--- config.mk ---
export PLATFORM = sky130hd
export DESIGN_NAME = coord_scan_gen_flat
export DESIGN_NICKNAME = d
export VERILOG_FILES = /design/src/rtl/coord_scan_gen_if.sv /design/src/rtl/coord_scan_gen.sv /design/src/flat_wrapper.sv
export SDC_FILE = /design/constraint.sdc
export NUM_CORES = 1
export LEC_CHECK = 0
export CAP_MARGIN = 10
export CORE_MARGIN = 4
export CORE_UTILIZATION = 47
export DETAILED_ROUTE_END_ITERATION = 10
export GPL_TIMING_DRIVEN = 0
export PLACE_DENSITY = 0.74
export SLEW_MARGIN = 40
export SYNTH_ARGS = -nofsm -noshare
export SYNTH_HDL_FRONTEND = slang
export SYNTH_SLANG_ARGS = --single-unit
--- constraint.sdc ---
create_clock -name clk -period 2.6 [get_ports clk]
set_input_delay 0.52 -clock clk [delete_from_list [all_inputs] [get_ports clk]]
set_output_delay 0.52 -clock clk [all_outputs]
set_load 0.01 [all_outputs]
--- src/rtl/coord_scan_gen_if.sv ---
// Point stream from coord_scan_gen to the block-matching stage.
interface coord_scan_gen_if #(
  parameter int WIDTH = 8
);
  logic                    out_valid;
  logic                    out_ready;
  logic signed [WIDTH-1:0] out_x;
  logic signed [WIDTH-1:0] out_y;
  logic signed [WIDTH-1:0] off_x;
  logic signed [WIDTH-1:0] off_y;
  logic                    sat;

  modport master (
    output out_valid, out_x, out_y, off_x, off_y, sat,
    input  out_ready
  );

  modport slave (
    input  out_valid, out_x, out_y, off_x, off_y, sat,
    output out_ready
  );
endinterface

--- src/rtl/coord_scan_gen.sv ---
// Search-window coordinate generator: raster-walks a square offset window
// around a latched base and emits saturated coordinate pairs on a handshake.
module coord_scan_gen #(
  parameter int WIDTH = 8,
  parameter int RANGE = 4,
  parameter int STEP  = 1
) (
  input  logic                    clk,
  input  logic                    rst_n,
  input  logic                    start,
  input  logic                    clear,
  input  logic signed [WIDTH-1:0] base_x,
  input  logic signed [WIDTH-1:0] base_y,
  coord_scan_gen_if.master        pts,
  output logic                    busy,
  output logic                    done
);

  if (WIDTH < 4 || RANGE < 1 || RANGE > (2 ** (WIDTH - 2)) - 1 ||
      STEP < 1 || (RANGE % STEP) != 0) begin : g_bad_param
    $error("coord_scan_gen: illegal WIDTH/RANGE/STEP combination");
  end

  localparam logic signed [WIDTH-1:0] NEG_R  = WIDTH'(-RANGE);
  localparam logic signed [WIDTH-1:0] POS_R  = WIDTH'(RANGE);
  localparam logic signed [WIDTH-1:0] STEP_W = WIDTH'(STEP);

  typedef enum logic [1:0] {
    IDLE,
    SCAN,
    DONE
  } state_t;

  state_t                  state_q, state_d;
  logic signed [WIDTH-1:0] base_x_q, base_x_d;
  logic signed [WIDTH-1:0] base_y_q, base_y_d;
  logic signed [WIDTH-1:0] off_x_q, off_x_d;
  logic signed [WIDTH-1:0] off_y_q, off_y_d;
  logic                    valid;

  always_ff @(posedge clk or negedge rst_n) begin
    if (!rst_n) begin
      state_q  <= IDLE;
      base_x_q <= '0;
      base_y_q <= '0;
      off_x_q  <= NEG_R;
      off_y_q  <= NEG_R;
    end else begin
      state_q  <= state_d;
      base_x_q <= base_x_d;
      base_y_q <= base_y_d;
      off_x_q  <= off_x_d;
      off_y_q  <= off_y_d;
    end
  end

  always_comb begin
    state_d  = state_q;
    base_x_d = base_x_q;
    base_y_d = base_y_q;
    off_x_d  = off_x_q;
    off_y_d  = off_y_q;
    valid    = 1'b0;
    done     = 1'b0;
    if (clear) begin
      state_d = IDLE;
      off_x_d = NEG_R;
      off_y_d = NEG_R;
    end else begin
      unique case (state_q)
        IDLE: begin
          if (start) begin
            state_d  = SCAN;
            base_x_d = base_x;
            base_y_d = base_y;
            off_x_d  = NEG_R;
            off_y_d  = NEG_R;
          end
        end
        SCAN: begin
          valid = 1'b1;
          if (pts.out_ready) begin
            if (off_x_q < POS_R) begin
              off_x_d = off_x_q + STEP_W;
            end else begin
              off_x_d = NEG_R;
              if (off_y_q < POS_R) off_y_d = off_y_q + STEP_W;
              else                 state_d = DONE;
            end
          end
        end
        DONE: begin
          done    = 1'b1;
          state_d = IDLE;
        end
        default: state_d = IDLE;
      endcase
    end
  end

  // Sum in WIDTH+1 bits; the top two bits differing marks overflow, and the
  // top bit then selects the clamp direction.
  logic signed [WIDTH:0] sum_x, sum_y;
  logic                  ovf_x, ovf_y;

  assign sum_x = {base_x_q[WIDTH-1], base_x_q} + {off_x_q[WIDTH-1], off_x_q};
  assign sum_y = {base_y_q[WIDTH-1], base_y_q} + {off_y_q[WIDTH-1], off_y_q};
  assign ovf_x = sum_x[WIDTH] ^ sum_x[WIDTH-1];
  assign ovf_y = sum_y[WIDTH] ^ sum_y[WIDTH-1];

  assign pts.out_x     = ovf_x ? {sum_x[WIDTH], {(WIDTH-1){~sum_x[WIDTH]}}}
                               : sum_x[WIDTH-1:0];
  assign pts.out_y     = ovf_y ? {sum_y[WIDTH], {(WIDTH-1){~sum_y[WIDTH]}}}
                               : sum_y[WIDTH-1:0];
  assign pts.sat       = ovf_x | ovf_y;
  assign pts.off_x     = off_x_q;
  assign pts.off_y     = off_y_q;
  assign pts.out_valid = valid;
  assign busy          = (state_q != IDLE);

endmodule

--- src/flat_wrapper.sv ---
// flat-port wrapper written by rule: the top's interface ports become plain ports
module coord_scan_gen_flat 
#(
  parameter int WIDTH = 8,
  parameter int RANGE = 4,
  parameter int STEP  = 1
)
  (clk, rst_n, start, clear, base_x, base_y, busy, done, pts_out_valid, pts_out_x, pts_out_y, pts_off_x, pts_off_y, pts_sat, pts_out_ready);
  coord_scan_gen_if #(.WIDTH(WIDTH)) pts_i ();
  input  logic clk;
  input  logic rst_n;
  input  logic start;
  input  logic clear;
  input  logic signed [WIDTH-1:0] base_x;
  input  logic signed [WIDTH-1:0] base_y;
  output logic busy;
  output logic done;
  output wire logic [$bits(pts_i.out_valid)-1:0] pts_out_valid;
  output wire logic [$bits(pts_i.out_x)-1:0] pts_out_x;
  output wire logic [$bits(pts_i.out_y)-1:0] pts_out_y;
  output wire logic [$bits(pts_i.off_x)-1:0] pts_off_x;
  output wire logic [$bits(pts_i.off_y)-1:0] pts_off_y;
  output wire logic [$bits(pts_i.sat)-1:0] pts_sat;
  input wire logic [$bits(pts_i.out_ready)-1:0] pts_out_ready;
  assign pts_out_valid = pts_i.out_valid;
  assign pts_out_x = pts_i.out_x;
  assign pts_out_y = pts_i.out_y;
  assign pts_off_x = pts_i.off_x;
  assign pts_off_y = pts_i.off_y;
  assign pts_sat = pts_i.sat;
  assign pts_i.out_ready = pts_out_ready;
  coord_scan_gen #(.WIDTH(WIDTH), .RANGE(RANGE), .STEP(STEP)) u_core (.clk(clk), .rst_n(rst_n), .start(start), .clear(clear), .base_x(base_x), .base_y(base_y), .pts(pts_i), .busy(busy), .done(done));
endmodule
==> results of run 1 <==
==> layer usage <==
layer	track usage [%]	wire, um	vias up
li1	-	-	1293
met1	28.8	3720	1347
met2	40.3	4440	103
met3	3.85	396	20
met4	8.77	201	0
met5	0	0	-
==> layout make-up <==
| type | count | area (um^2) | share of cell area [%] |
|---|---|---|---|
| multi-input cells | 231 | 2230 | 51.0 |
| repair buffers | 109 | 971 | 22.2 |
| flip-flops and latches | 34 | 868 | 19.8 |
| well taps | 72 | 90.1 | 2.06 |
| clock buffers | 7 | 86.3 | 1.97 |
| plain buffers | 10 | 70.1 | 1.60 |
| inverters | 14 | 55.1 | 1.26 |
| clock inverters | 1 | 5.00 | 0.114 |
==> critical path, delay by kind of cell (launching register included) <==
kind	cells	cell delay, ps
muxes	1	130
adders and majority gates	3	760
buffers and inverters	3	330
and+or+nand+nor	2	350
AOI/OAI and AO/OA	1	150
xor gates and xnor gates	1	130
DFF	1	430
==> state kept, by name, indices dropped and copies added, names as in the netlist <==
register,count
u_core.base_y_q,8
u_core.pts.off_x,8
u_core.state_q,2
u_core.base_x_q,8
u_core.pts.off_y,8
==> metrics by stage <==
| step | hold WS [ps] | std cells | setup WS [ps] |
|---|---|---|---|
| 3_3_place_gp | 495 | 419 | -717 |
| 6_report | 110 | 478 | -502 |
| 5_1_grt | 117 | 478 | -598 |
| 4_1_cts | 112 | 471 | -453 |
| 2_1_floorplan | 224 | 291 | -114 |
| 3_5_place_dp | 422 | 420 | -710 |
==> how the worst max path moves through the flow <==
stage | startpoint | to | slack, ps
after detailed placement | u_core.pts.off_x[0] | pts_out_x[4] | -710
final | u_core.pts.off_x[0] | pts_out_x[4] | -500
after CTS | u_core.pts.off_x[0] | pts_out_x[4] | -450
after global routing | u_core.base_x_q[0] | pts_out_x[4] | -600
after global placement | u_core.pts.off_x[0] | pts_out_x[4] | -720
after floorplan | u_core.pts.off_x[0] | pts_out_x[4] | -110
==> logic make-up after synthesis <==
family | synth area share, %
buffers and inverters | 4.33
adder cells (fa/ha/maj) | 10.5
AND/OR/NAND/NOR | 18.2
AO/OA/AOI/OAI | 19.4
multiplexers | 9.81
XOR/XNOR | 5.80
flip-flops | 31.9
==> cell usage in the layout (no fill, tap or decap), types with 9 or more instances in the layout <==
| cell type | count |
|---|---|
| buf_4 | 41 |
| clkdlybuf4s50_1 | 38 |
| nand2_1 | 27 |
| buf_6 | 20 |
| dfrtp_1 | 20 |
| mux2_2 | 16 |
| buf_2 | 14 |
| nor2_1 | 13 |
| dfstp_2 | 12 |
| xor2_1 | 11 |
| inv_1 | 10 |
| nand3_1 | 10 |
| o21ai_0 | 10 |
| o21ai_1 | 9 |
| ha_4 | 9 |
==> timing repair <==
action | CTS | global route
pin swaps | 33 | 27
setup endpoints to repair | 18 | 18
hold buffers | 0 | 0
resized for setup | 140 | 38
setup buffers | 44 | 8
==> power groups by stage <==
stage | registers (uW) | logic [uW] | clock network, uW
after global placement | 617 | 1280 | 0
after CTS | 617 | 1620 | 416
after floorplan | 612 | 880 | 0
final | 624 | 1870 | 404
after detailed placement | 619 | 1310 | 0
after global routing | 628 | 1990 | 443
==> flow_metrics.env, run 1 <==
export IMPL_setup_tns_final_ps=-5860
export IMPL_start_kind="register"
export IMPL_die_area_mm2=0.00706
export IMPL_clkSlewWorstSetupHoldPaths_ps=70
export IMPL_diodes=0
export IMPL_reg2regPathDepth=4
export IMPL_syn_to_final_growth_pct=61.2
export IMPL_worstPathArrival_ps=2580
export IMPL_fmax_mhz=322
export IMPL_p_int_uw=1760
export IMPL_syn_instance_count=291
export IMPL_hp_class="input pin to asynchronous set/reset pin"
export IMPL_critPathCaptureType="output pin"
export IMPL_drtIter0Drc=114
export IMPL_design_area_mm2=0.00438
export IMPL_fp_dieW_um=84.0
export IMPL_syn_area_mm2=0.00272
export IMPL_synth_top_area_cell="dfrtp_1"
export IMPL_worstMarginPinSlew_ps=813
export IMPL_nets=446
export IMPL_total_leakage_power_uw=0.00177
export IMPL_rrSetupSlack_ps=640
export IMPL_synthTopCellsByCount="nand2_1 (31), dfrtp_1 (22), mux2_2 (21)"
export IMPL_clock_power_share_pct=13.9
export IMPL_final_hold_violation_count=0
export IMPL_setup_viol_count_final=17
export IMPL_total_power_uw=2900
export IMPL_avgSynthCellArea_um2=9.33
export IMPL_failed_checks="setup timing"
export IMPL_synthTopCellsByArea="dfrtp_1 (20%), dfstp_2 (12%), mux2_2 (8.7%), ha_1 (8.3%), nand2_1 (4.3%)"
export IMPL_final_antenna_net_count=0
export IMPL_power_frac_seq_pct=21.5
export IMPL_grt_setup_unrepaired="yes"
export IMPL_combPwrFrac_pct=64.6
export IMPL_dp_hpwl_um=4980
export IMPL_routed_wl_um=8760
export IMPL_r2r_end="u_core.base_y_q[5]"
export IMPL_synthFlopType="dfrtp_1"
export IMPL_start_util_pct=49.0
export IMPL_gp_congestion=0.812
export IMPL_fin_worst_skew_ps=4.03
export IMPL_num_io_pins=57
export IMPL_first_pass_iters=5
export IMPL_yosysWarnings=0
export IMPL_clock_latency_ps=290
export IMPL_status="finished, violations left"
export IMPL_r2r_start="u_core.state_q[0]"
export IMPL_worst_slack_ps=-502
export IMPL_clockBufferDepth=2
export IMPL_antenna_found_initial=0
export IMPL_viasPerCell=5.78
export IMPL_overflow=0
export IMPL_crit_chain="ha_4 -> inv_2 -> fa_2 -> and2b_2 -> buf_4 -> o21a_1 -> nor2_1 -> xor2_1 -> maj3_1 -> mux2i_2 -> buf_2"
export IMPL_h_tree_depth=2
export IMPL_grt_usage_pct=23.3
export IMPL_worstSetupPathType="register to output pin"
export IMPL_synth_edf_count=0
export IMPL_ys_seq_area_share_pct=31.9
export IMPL_period_share_pct=119
export IMPL_port_buffers=56
export IMPL_synth_nets=332
export IMPL_yosysMostFrequentCell="nand2_1"
export IMPL_num_rows=27
export IMPL_p_per_area_mw_per_mm2=662
export IMPL_utilization_pct=79.0
export IMPL_clkSinkCount=34
export IMPL_switching_share_pct=39.3
export IMPL_cts_buffers=5
export IMPL_placed_area_mm2=0.00347
export IMPL_drive_above_1_share_pct=48.0
export IMPL_grt_pass1_vias=2790
export IMPL_fillers=320
export IMPL_slew_viol_final=0
export IMPL_vdd_drop_max_v=0.000407
export IMPL_synth_top_area_share_pct=20.3
export IMPL_slowest_stage="dfrtp_2"
export IMPL_cp_slowest_stage_delay_ps=430
export IMPL_drc=0
export IMPL_crit_path_max_fanout=2
export IMPL_slew_headroom_pct=45.8
export IMPL_power_switching_uw=1140
export IMPL_grt_pass1_wl_um=13400
export IMPL_num_vias=2763
export IMPL_cts_tree="done"
export IMPL_async_flop_share_pct=100
export IMPL_min_period_ps=3100
export IMPL_wl_per_cell_um=18.3
export IMPL_core_area_mm2=0.00554
export IMPL_worstPathRequired_ps=2080
export IMPL_synth_seq_cells=34
export IMPL_clockRootBuffer="clkbuf_8"
export IMPL_drv_cap=0
export IMPL_die_y_um=84.0
export IMPL_grt_max_degree=25
export IMPL_synth_cell_types=66
Note: power is estimated with default switching activity, not from simulation.
==> inputs of run 2 (changes only) <==
CTS_CLUSTER_DIAMETER = 50   (was unset)
==> results of run 2 <==
No change in the layout: final DEF, timing and power equal those of run 1.
==> inputs of run 3 (changes only) <==
CORE_ASPECT_RATIO = 1.25   (was unset)
==> flow_metrics.env, run 3 (synthesis gave the netlist of run 1 again) <==
export IMPL_clockRootBuffer="clkbuf_8"
export IMPL_final_cell_mix="buf_4 (38), clkdlybuf4s50_1 (38), nand2_1 (28)"
export IMPL_rrSetupSlack_ps=640
export IMPL_status="finished, violations left"
export IMPL_clock_latency_ps=290
export IMPL_fin_cells=465
export IMPL_total_leakage_power_uw=0.00174
export IMPL_grt_max_degree=22
export IMPL_num_io_pins=57
export IMPL_drtIter0Drc=113
export IMPL_critPathCaptureType="output pin"
export IMPL_core_area_mm2=0.00552
export IMPL_p_per_area_mw_per_mm2=667
export IMPL_met1_usage_pct=26.9
export IMPL_routed_wl_um=8590
export IMPL_num_rows=30
export IMPL_vdd_drop_max_v=0.000538
export IMPL_fin_worst_skew_ps=1.97
export IMPL_grt_setup_unrepaired="yes"
export IMPL_worstSetupPathType="register to output pin"
export IMPL_period_share_pct=123
export IMPL_gp_congestion=0.830
export IMPL_use_met2_pct=42.3
export IMPL_cts_buffers=5
export IMPL_failed_checks="setup timing"
export IMPL_wl_per_cell_um=18.5
export IMPL_slew_headroom_pct=53.7
export IMPL_r2r_end="u_core.base_y_q[4]"
export IMPL_clkSinkCount=34
export IMPL_start_util_pct=49.2
export IMPL_drive_above_1_share_pct=47.1
export IMPL_crit_path_max_fanout=6
export IMPL_r2r_start="u_core.state_q[0]"
export IMPL_drv_cap=0
export IMPL_worstMarginPinSlew_ps=691
export IMPL_grt_pass1_wl_um=13500
export IMPL_worst_slack_ps=-590
export IMPL_cts_tree="done"
export IMPL_nets=441
export IMPL_worstPathArrival_ps=2670
export IMPL_die_y_um=93.0
export IMPL_slew_viol_final=0
export IMPL_hp_class="input pin to asynchronous set/reset pin"
export IMPL_setup_tns_final_ps=-5710
export IMPL_fmax_mhz=314
export IMPL_first_pass_iters=4
export IMPL_start_kind="register"
export IMPL_overflow=0
export IMPL_grt_usage_pct=23.4
export IMPL_min_period_ps=3190
export IMPL_grt_pass1_vias=2818
export IMPL_num_vias=2744
export IMPL_fillers=353
export IMPL_final_antenna_net_count=0
export IMPL_viasPerCell=5.90
export IMPL_holdWs_ps=139
export IMPL_top_usage_layer="met2"
export IMPL_die_area_mm2=0.00707
export IMPL_clockBufferDepth=2
export IMPL_dp_cells=412
export IMPL_use_met3_pct=4.91
export IMPL_setup_viol_count_final=17
export IMPL_h_tree_depth=2
export IMPL_fp_dieW_um=76.0
export IMPL_syn_to_final_growth_pct=57.8
export IMPL_dp_hpwl_um=5010
export IMPL_final_hold_violation_count=0
export IMPL_port_buffers=56
export IMPL_worstPathRequired_ps=2080
export IMPL_reg2regPathDepth=4
export IMPL_antenna_found_initial=0
export IMPL_diodes=0
export IMPL_drc=0
export IMPL_clkSlewWorstSetupHoldPaths_ps=80
[run 3: what timing repair did]
action	4_1_cts	5_1_grt
pin swaps	32	22
resized for setup	146	26
hold buffers	0	0
endpoints found under the setup margin	18	18
buffers inserted	37	9
cloned	2	0
[run 3: worst max path at each step]
stage	from	to	slack, ps
floorplan	u_core.pts.off_x[0]	pts_out_x[4]	-110
global placement	u_core.pts.off_x[0]	pts_out_x[4]	-690
detailed placement	u_core.pts.off_x[0]	pts_out_x[4]	-720
CTS	u_core.base_x_q[0]	pts_out_x[4]	-460
global route	u_core.pts.off_x[4]	pts_out_x[5]	-670
finish	u_core.pts.off_x[4]	pts_out_x[5]	-590
[run 3: final cells by class]
class                   instances  area (um^2)  area share (%)
clock buffers                   6         82.6            1.93
flip-flops and latches         34          868            20.3
clock inverters                 2         12.5           0.292
plain buffers                  10         71.3            1.66
inverters                      14         52.6            1.23
multi-input cells             231         2200            51.3
well taps                      64         80.1            1.87
repair buffers                104          920            21.5
[run 3: per-layer routing]
| metal | vias to the layer above | share of wire [%] |
|---|---|---|
| met4 | 0 | 3.1 |
| met3 | 22 | 4.7 |
| met1 | 1346 | 39 |
| li1 | 1288 | - |
| met5 | - | 0 |
| met2 | 88 | 53 |
[run 3: worst max-delay path: stages, from the launching register on]
cell and delay, ps:
dfstp_2 570, ha_4 220, nor2b_4 130, a22oi_1 230, o311ai_1 200, a311oi_2 290, buf_4 190, a21oi_2 50
o32a_1 340, buf_2 140
[run 3: metrics by stage]
step           setup WS [ps]  utilization, %  area [um^2]  total power [uW]
2_1_floorplan           -114               -         2800              1490
3_3_place_gp            -694            62.4         3440              1910
3_5_place_dp            -723            62.8         3460              1930
4_1_cts                 -462            74.4         4110              2670
5_1_grt                 -670            77.7         4290              3030
6_report                -590            77.7         4290              2860
[run 3: where the power goes]
part | leakage [uW] | switching [uW] | total [uW] | internal (uW)
sequential | 0.000394 | 46.4 | 627 | 581
combinational | 0.00130 | 859 | 1800 | 943
clock | 0.0000472 | 218 | 431 | 213
